===== config.mk =====
export PLATFORM = sky130hd
export DESIGN_NAME = offset_cal_ctrl
export DESIGN_NICKNAME = d
export VERILOG_FILES = /design/src/rtl/offset_cal_ctrl.sv
export SDC_FILE = /design/constraint.sdc
export NUM_CORES = 1
export LEC_CHECK = 0
export CAP_MARGIN = 20
export CORE_MARGIN = 10
export CORE_UTILIZATION = 63
export DETAILED_ROUTE_END_ITERATION = 16
export PLACE_DENSITY = 0.88
export SLEW_MARGIN = 20
export SYNTH_ARGS = -nofsm -noshare
export SYNTH_HDL_FRONTEND = slang
export SYNTH_SLANG_ARGS = --single-unit

===== constraint.sdc =====
create_clock -name CLK_24M -period 4.4 [get_ports CLK_24M]
set_input_delay 1.32 -clock CLK_24M [delete_from_list [all_inputs] [get_ports CLK_24M]]
set_output_delay 1.32 -clock CLK_24M [all_outputs]
set_load 0.02 [all_outputs]

===== src/rtl/offset_cal_ctrl.sv =====
// Calibration sequencer and saturating offset corrector for one datapath channel.
// Averages 2^LOG2_N samples with the front end shorted and subtracts the mean in normal mode.
module offset_cal_ctrl #(
  parameter int unsigned W_IN           = 9,
  parameter int unsigned LOG2_N         = 8,
  parameter int unsigned SETTLE_SAMPLES = 16
) (
  input  logic                   CLK_24M,
  input  logic                   reset,
  input  logic                   cal_start,
  input  logic signed [W_IN-1:0] data_in,
  input  logic                   data_valid,
  output logic signed [W_IN-1:0] data_out,
  output logic                   data_out_valid,
  output logic                   cal_mode,
  output logic                   busy,
  output logic                   cal_done,
  output logic signed [W_IN-1:0] offset
);

  localparam int unsigned AccW = W_IN + LOG2_N;

  localparam logic [15:0]       SettleLast = 16'(SETTLE_SAMPLES - 1);
  localparam logic [LOG2_N-1:0] SampLast   = '1;

  localparam logic signed [W_IN:0] SatMax = {2'b00, {(W_IN-1){1'b1}}};
  localparam logic signed [W_IN:0] SatMin = {2'b11, {(W_IN-1){1'b0}}};

  typedef enum logic [2:0] {
    StIdle,
    StSettle,
    StAccum,
    StApply,
    StRun
  } state_e;

  state_e                   state_q, state_d;
  logic [15:0]              settle_cnt_q, settle_cnt_d;
  logic [LOG2_N-1:0]        samp_cnt_q, samp_cnt_d;
  logic signed [AccW-1:0]   acc_q, acc_d;
  logic signed [W_IN-1:0]   offset_q, offset_d;
  logic signed [W_IN-1:0]   data_out_q, data_out_d;
  logic                     data_out_valid_q, data_out_valid_d;
  logic                     cal_mode_q, cal_mode_d;
  logic                     busy_q, busy_d;
  logic                     cal_done_q, cal_done_d;
  // cal_start seen in APPLY, replayed as a RUN-state request on the next cycle
  logic                     pend_q, pend_d;

  logic signed [W_IN:0]     diff;
  logic signed [W_IN-1:0]   diff_sat;
  logic signed [AccW-1:0]   data_ext;
  logic signed [AccW-1:0]   acc_mean;

  assign diff     = {data_in[W_IN-1], data_in} - {offset_q[W_IN-1], offset_q};
  assign data_ext = {{LOG2_N{data_in[W_IN-1]}}, data_in};
  // Arithmetic shift floors toward -inf; the mean of W_IN-bit samples fits in W_IN bits.
  assign acc_mean = acc_q >>> LOG2_N;

  always_comb begin
    if (diff > SatMax) begin
      diff_sat = SatMax[W_IN-1:0];
    end else if (diff < SatMin) begin
      diff_sat = SatMin[W_IN-1:0];
    end else begin
      diff_sat = diff[W_IN-1:0];
    end
  end

  always_comb begin
    state_d          = state_q;
    settle_cnt_d     = settle_cnt_q;
    samp_cnt_d       = samp_cnt_q;
    acc_d            = acc_q;
    offset_d         = offset_q;
    data_out_d       = data_out_q;
    data_out_valid_d = 1'b0;
    cal_done_d       = cal_done_q;
    pend_d           = pend_q;

    unique case (state_q)
      StIdle, StRun: begin
        if (data_valid) begin
          data_out_d       = diff_sat;
          data_out_valid_d = 1'b1;
        end
        if (cal_start || pend_q) begin
          state_d      = StSettle;
          settle_cnt_d = '0;
          samp_cnt_d   = '0;
          acc_d        = '0;
          cal_done_d   = 1'b0;
          pend_d       = 1'b0;
        end
      end
      StSettle: begin
        if (cal_start) begin
          settle_cnt_d = '0;
          samp_cnt_d   = '0;
          acc_d        = '0;
        end else if (SETTLE_SAMPLES == 0) begin
          state_d = StAccum;
        end else if (data_valid) begin
          if (settle_cnt_q == SettleLast) begin
            state_d = StAccum;
          end else begin
            settle_cnt_d = settle_cnt_q + 16'd1;
          end
        end
      end
      StAccum: begin
        if (cal_start) begin
          state_d      = StSettle;
          settle_cnt_d = '0;
          samp_cnt_d   = '0;
          acc_d        = '0;
        end else if (data_valid) begin
          acc_d = acc_q + data_ext;
          if (samp_cnt_q == SampLast) begin
            state_d = StApply;
          end else begin
            samp_cnt_d = samp_cnt_q + 1'b1;
          end
        end
      end
      StApply: begin
        offset_d   = acc_mean[W_IN-1:0];
        cal_done_d = 1'b1;
        state_d    = StRun;
        if (cal_start) begin
          pend_d = 1'b1;
        end
      end
      default: begin
        state_d = StIdle;
      end
    endcase

    // Front end stays shorted until the edge that leaves APPLY.
    cal_mode_d = (state_d == StSettle) || (state_d == StAccum) || (state_d == StApply);
    busy_d     = (state_d == StSettle) || (state_d == StAccum) || (state_d == StApply);
  end

  always_ff @(posedge CLK_24M) begin
    if (reset) begin
      state_q          <= StIdle;
      settle_cnt_q     <= '0;
      samp_cnt_q       <= '0;
      acc_q            <= '0;
      offset_q         <= '0;
      data_out_q       <= '0;
      data_out_valid_q <= 1'b0;
      cal_mode_q       <= 1'b0;
      busy_q           <= 1'b0;
      cal_done_q       <= 1'b0;
      pend_q           <= 1'b0;
    end else begin
      state_q          <= state_d;
      settle_cnt_q     <= settle_cnt_d;
      samp_cnt_q       <= samp_cnt_d;
      acc_q            <= acc_d;
      offset_q         <= offset_d;
      data_out_q       <= data_out_d;
      data_out_valid_q <= data_out_valid_d;
      cal_mode_q       <= cal_mode_d;
      busy_q           <= busy_d;
      cal_done_q       <= cal_done_d;
      pend_q           <= pend_d;
    end
  end

  assign data_out       = data_out_q;
  assign data_out_valid = data_out_valid_q;
  assign cal_mode       = cal_mode_q;
  assign busy           = busy_q;
  assign cal_done       = cal_done_q;
  assign offset         = offset_q;

endmodule


==> results.sh <==
export IMPL_cts_setup_buffers=0
export IMPL_seqPwrFrac_pct=47.4
export IMPL_hold_depth=2
export IMPL_dp_hpwl_um=7410
export IMPL_period_needed_ns=3.75
export IMPL_ys_ff_latch=66
export IMPL_fin_crit_sh_pct=85.2
export IMPL_area_delta_synth_final_pct=14.1
export IMPL_numCtsBuffers=9
export IMPL_relSlewSlack_pct=46.6
export IMPL_synth_compound_area_share_pct=23.1
export IMPL_synth_xor_area_share_pct=4.69
export IMPL_reg2reg_depth=8
export IMPL_comb_power_share_pct=13.7
export IMPL_clkSinkCount=66
export IMPL_grt_pass1_wl_um=16900
export IMPL_synth_cells=518
export IMPL_pin_count=35
export IMPL_hold_buffers=0
export IMPL_place_congestion=0.882
export IMPL_start_util_pct=64.7
export IMPL_via_count=3882
export IMPL_via_per_inst=6.18
export IMPL_cp_max_fo=4
export IMPL_fmax_ghz=0.267
export IMPL_synth_simple_area_share_pct=23.9
export IMPL_synth_area_mux_share_pct=0.975
export IMPL_setup_violations=0
export IMPL_antenna_cells=0
export IMPL_finalCoreUtilization_pct=73.8
export IMPL_tightestPinTransition_ns=0.797
export IMPL_worstPathRequired_ns=4.68
export IMPL_clock_power_share_pct=39.0
export IMPL_p_int_w=0.000943
export IMPL_synth_nets=560
export IMPL_worstSetupEndpointType="register"
export IMPL_clockBufferDepth=2
export IMPL_synth_top_family_by_area="simple AND/OR/NAND/NOR gates"
export IMPL_ys_flop_type="dfxtp_1"
export IMPL_avgRoutedWirePerCell_um=15.9
export IMPL_ctsRootBufferMaster="clkbuf_8"
export IMPL_worst_setup_path_start_kind="input port"
export IMPL_fin_tns_setup_ns=0
export IMPL_drt_iter0_drc=193
export IMPL_drive_gt1_share_pct=5.63
export IMPL_final_common_cell="dfxtp_1"
export IMPL_cpPeakStageDelay_ns=0.64
export IMPL_switching_share_pct=27.3
export IMPL_yosys_warnings=0
export IMPL_rows=29
export IMPL_finalHoldViolCount=0
export IMPL_peakVddDrop_uv=233
export IMPL_grt_max_degree=21
export IMPL_path_class="in2reg"
export IMPL_cts_tree="built"
export IMPL_dieArea_um2=10100
export IMPL_dieWidth_um=101
export IMPL_synth_edf_count=0
export IMPL_core_area_um2=6350
export IMPL_grt_pass1_vias=3690
export IMPL_clk_latency_ns=0.35
export IMPL_crit_slowest_cell="or4b_2"
export IMPL_htreeDepth=3
export IMPL_route_detailed_drc=0
export IMPL_maxCapViolCount=0
export IMPL_critPathArrivalTime_ns=4.03
export IMPL_path_cells="clkdlybuf4s50_1 -> ha_1 -> fa_1 -> a211oi_1 -> o211ai_1 -> nand2_1 -> o21ai_0 -> or4b_2 -> nand4_1"
export IMPL_cts_repair_resized=0
export IMPL_antenna_found_initial=0
export IMPL_layout_common_cells="dfxtp_1, nor2_1, a21oi_1"
export IMPL_leakage_nw=1.68
export IMPL_async_reset_ff_share_pct=0
export IMPL_hp_class="reg2reg"
export IMPL_outcome="finished, final reports clean"
export IMPL_syn_area_per_cell_um2=7.93
export IMPL_clkTransAtPathRegs_ns=0.07
export IMPL_fin_nets=588
export IMPL_port_buffers=34
export IMPL_skew_ns=0.0179
export IMPL_synth_distinct_cells=56
export IMPL_grt_ovfl_total=0
export IMPL_power_density_nw_per_um2=277
export IMPL_ant_nets=0
export IMPL_switching_power_w=0.000355
export IMPL_synth_area_um2=4110
export IMPL_yosysSeqAreaShare_pct=32.2
export IMPL_die_h_um=101
export IMPL_drv_slew=0
export IMPL_grt_use_total_pct=19.8
export IMPL_rsz0062_at_grt="false"
export IMPL_finalWirelength_um=10000
export IMPL_firstDrtPassIters=4
export IMPL_synthAdderAreaFrac_pct=10.9
path summary, 6_finish.rpt:
check	startpoint	to	slack [ns]
worst max-delay path	data_in[0]	acc_q[16]	0.65
worst min-delay path	offset[6]	offset[6]	0.48
worst min register to register	offset[6]	offset[6]	0.48
worst max register to register	acc_q[0]	acc_q[16]	1.77
Yosys cell counts, types with 9 or more instances:
master	count	area, um^2
nand2_1	44	165
nand4_1	9	56.3
nor2_1	58	218
inv_1	19	71.3
xnor2_1	16	140
a211oi_1	14	105
clkbuf_1	18	67.6
ha_1	27	338
nand3_1	13	65.1
dfxtp_1	66	1320
or3_1	9	56.3
o21ai_0	33	165
nor3_1	15	75.1
a21oi_1	51	255
cells by family after synthesis:
kind of cell / after synthesis
buffers and inverters: 43
and+or+nand+nor: 196
muxes: 4
xor gates and xnor gates: 22
DFF: 66
adders and majority gates: 36
AOI/OAI and AO/OA: 151
sequential cells by signal, indices dropped and copies added (netlist names), 3 cells and up:
name,count
settle_cnt_q,16
acc_q,17
data_out,9
offset,9
samp_cnt_q,8
state_q,3
per-stage QoR:
step,cells,power (W),hold WS (ns),area (um^2),setup WS (ns)
after detailed placement,612,0.000804,0.470,4490,0.323
after CTS,628,0.00130,0.478,4680,0.659
after global routing,628,0.00135,0.509,4680,0.420
final,628,0.00130,0.477,4680,0.653
after global placement,612,0.000798,0.461,4490,0.437
after floorplan,518,0.000744,0.441,4110,1.02
cell type report:
type,count,area (um^2)
clock buffers,9,124
well taps,77,96.3
clock inverters,7,70.1
multi-input cells,409,2610
fillers,475,1670
inverters,19,71.3
flip-flops and latches,66,1320
repair buffers,41,393
power by group through the flow:
stage	registers, W	logic [W]	clock network, W
after floorplan	0.000638	0.000106	0
after global placement	0.000628	0.000170	0
after detailed placement	0.000629	0.000175	0
after CTS	0.000615	0.000176	0.000510
after global routing	0.000616	0.000195	0.000537
final	0.000615	0.000177	0.000506
routing by layer:
layer | up-vias | share of wire (%) | track usage [%] | wire length (um)
li1 | 1938 | - | - | -
met1 | 1835 | 43 | 24.0 | 4330
met2 | 94 | 50 | 33.9 | 5000
met3 | 15 | 5.3 | 3.57 | 531
met4 | 0 | 1.4 | 6.85 | 144
met5 | - | 0 | 0 | 0
critical path, delay by kind of cell:
family | cells | cell delay [ns]
adder cells (fa/ha/maj) | 2 | 0.69
buffers and inverters | 1 | 0.44
AND/OR/NAND/NOR | 3 | 0.91
AO/OA/AOI/OAI | 3 | 0.67
Note: power is estimated with default switching activity, not from simulation.
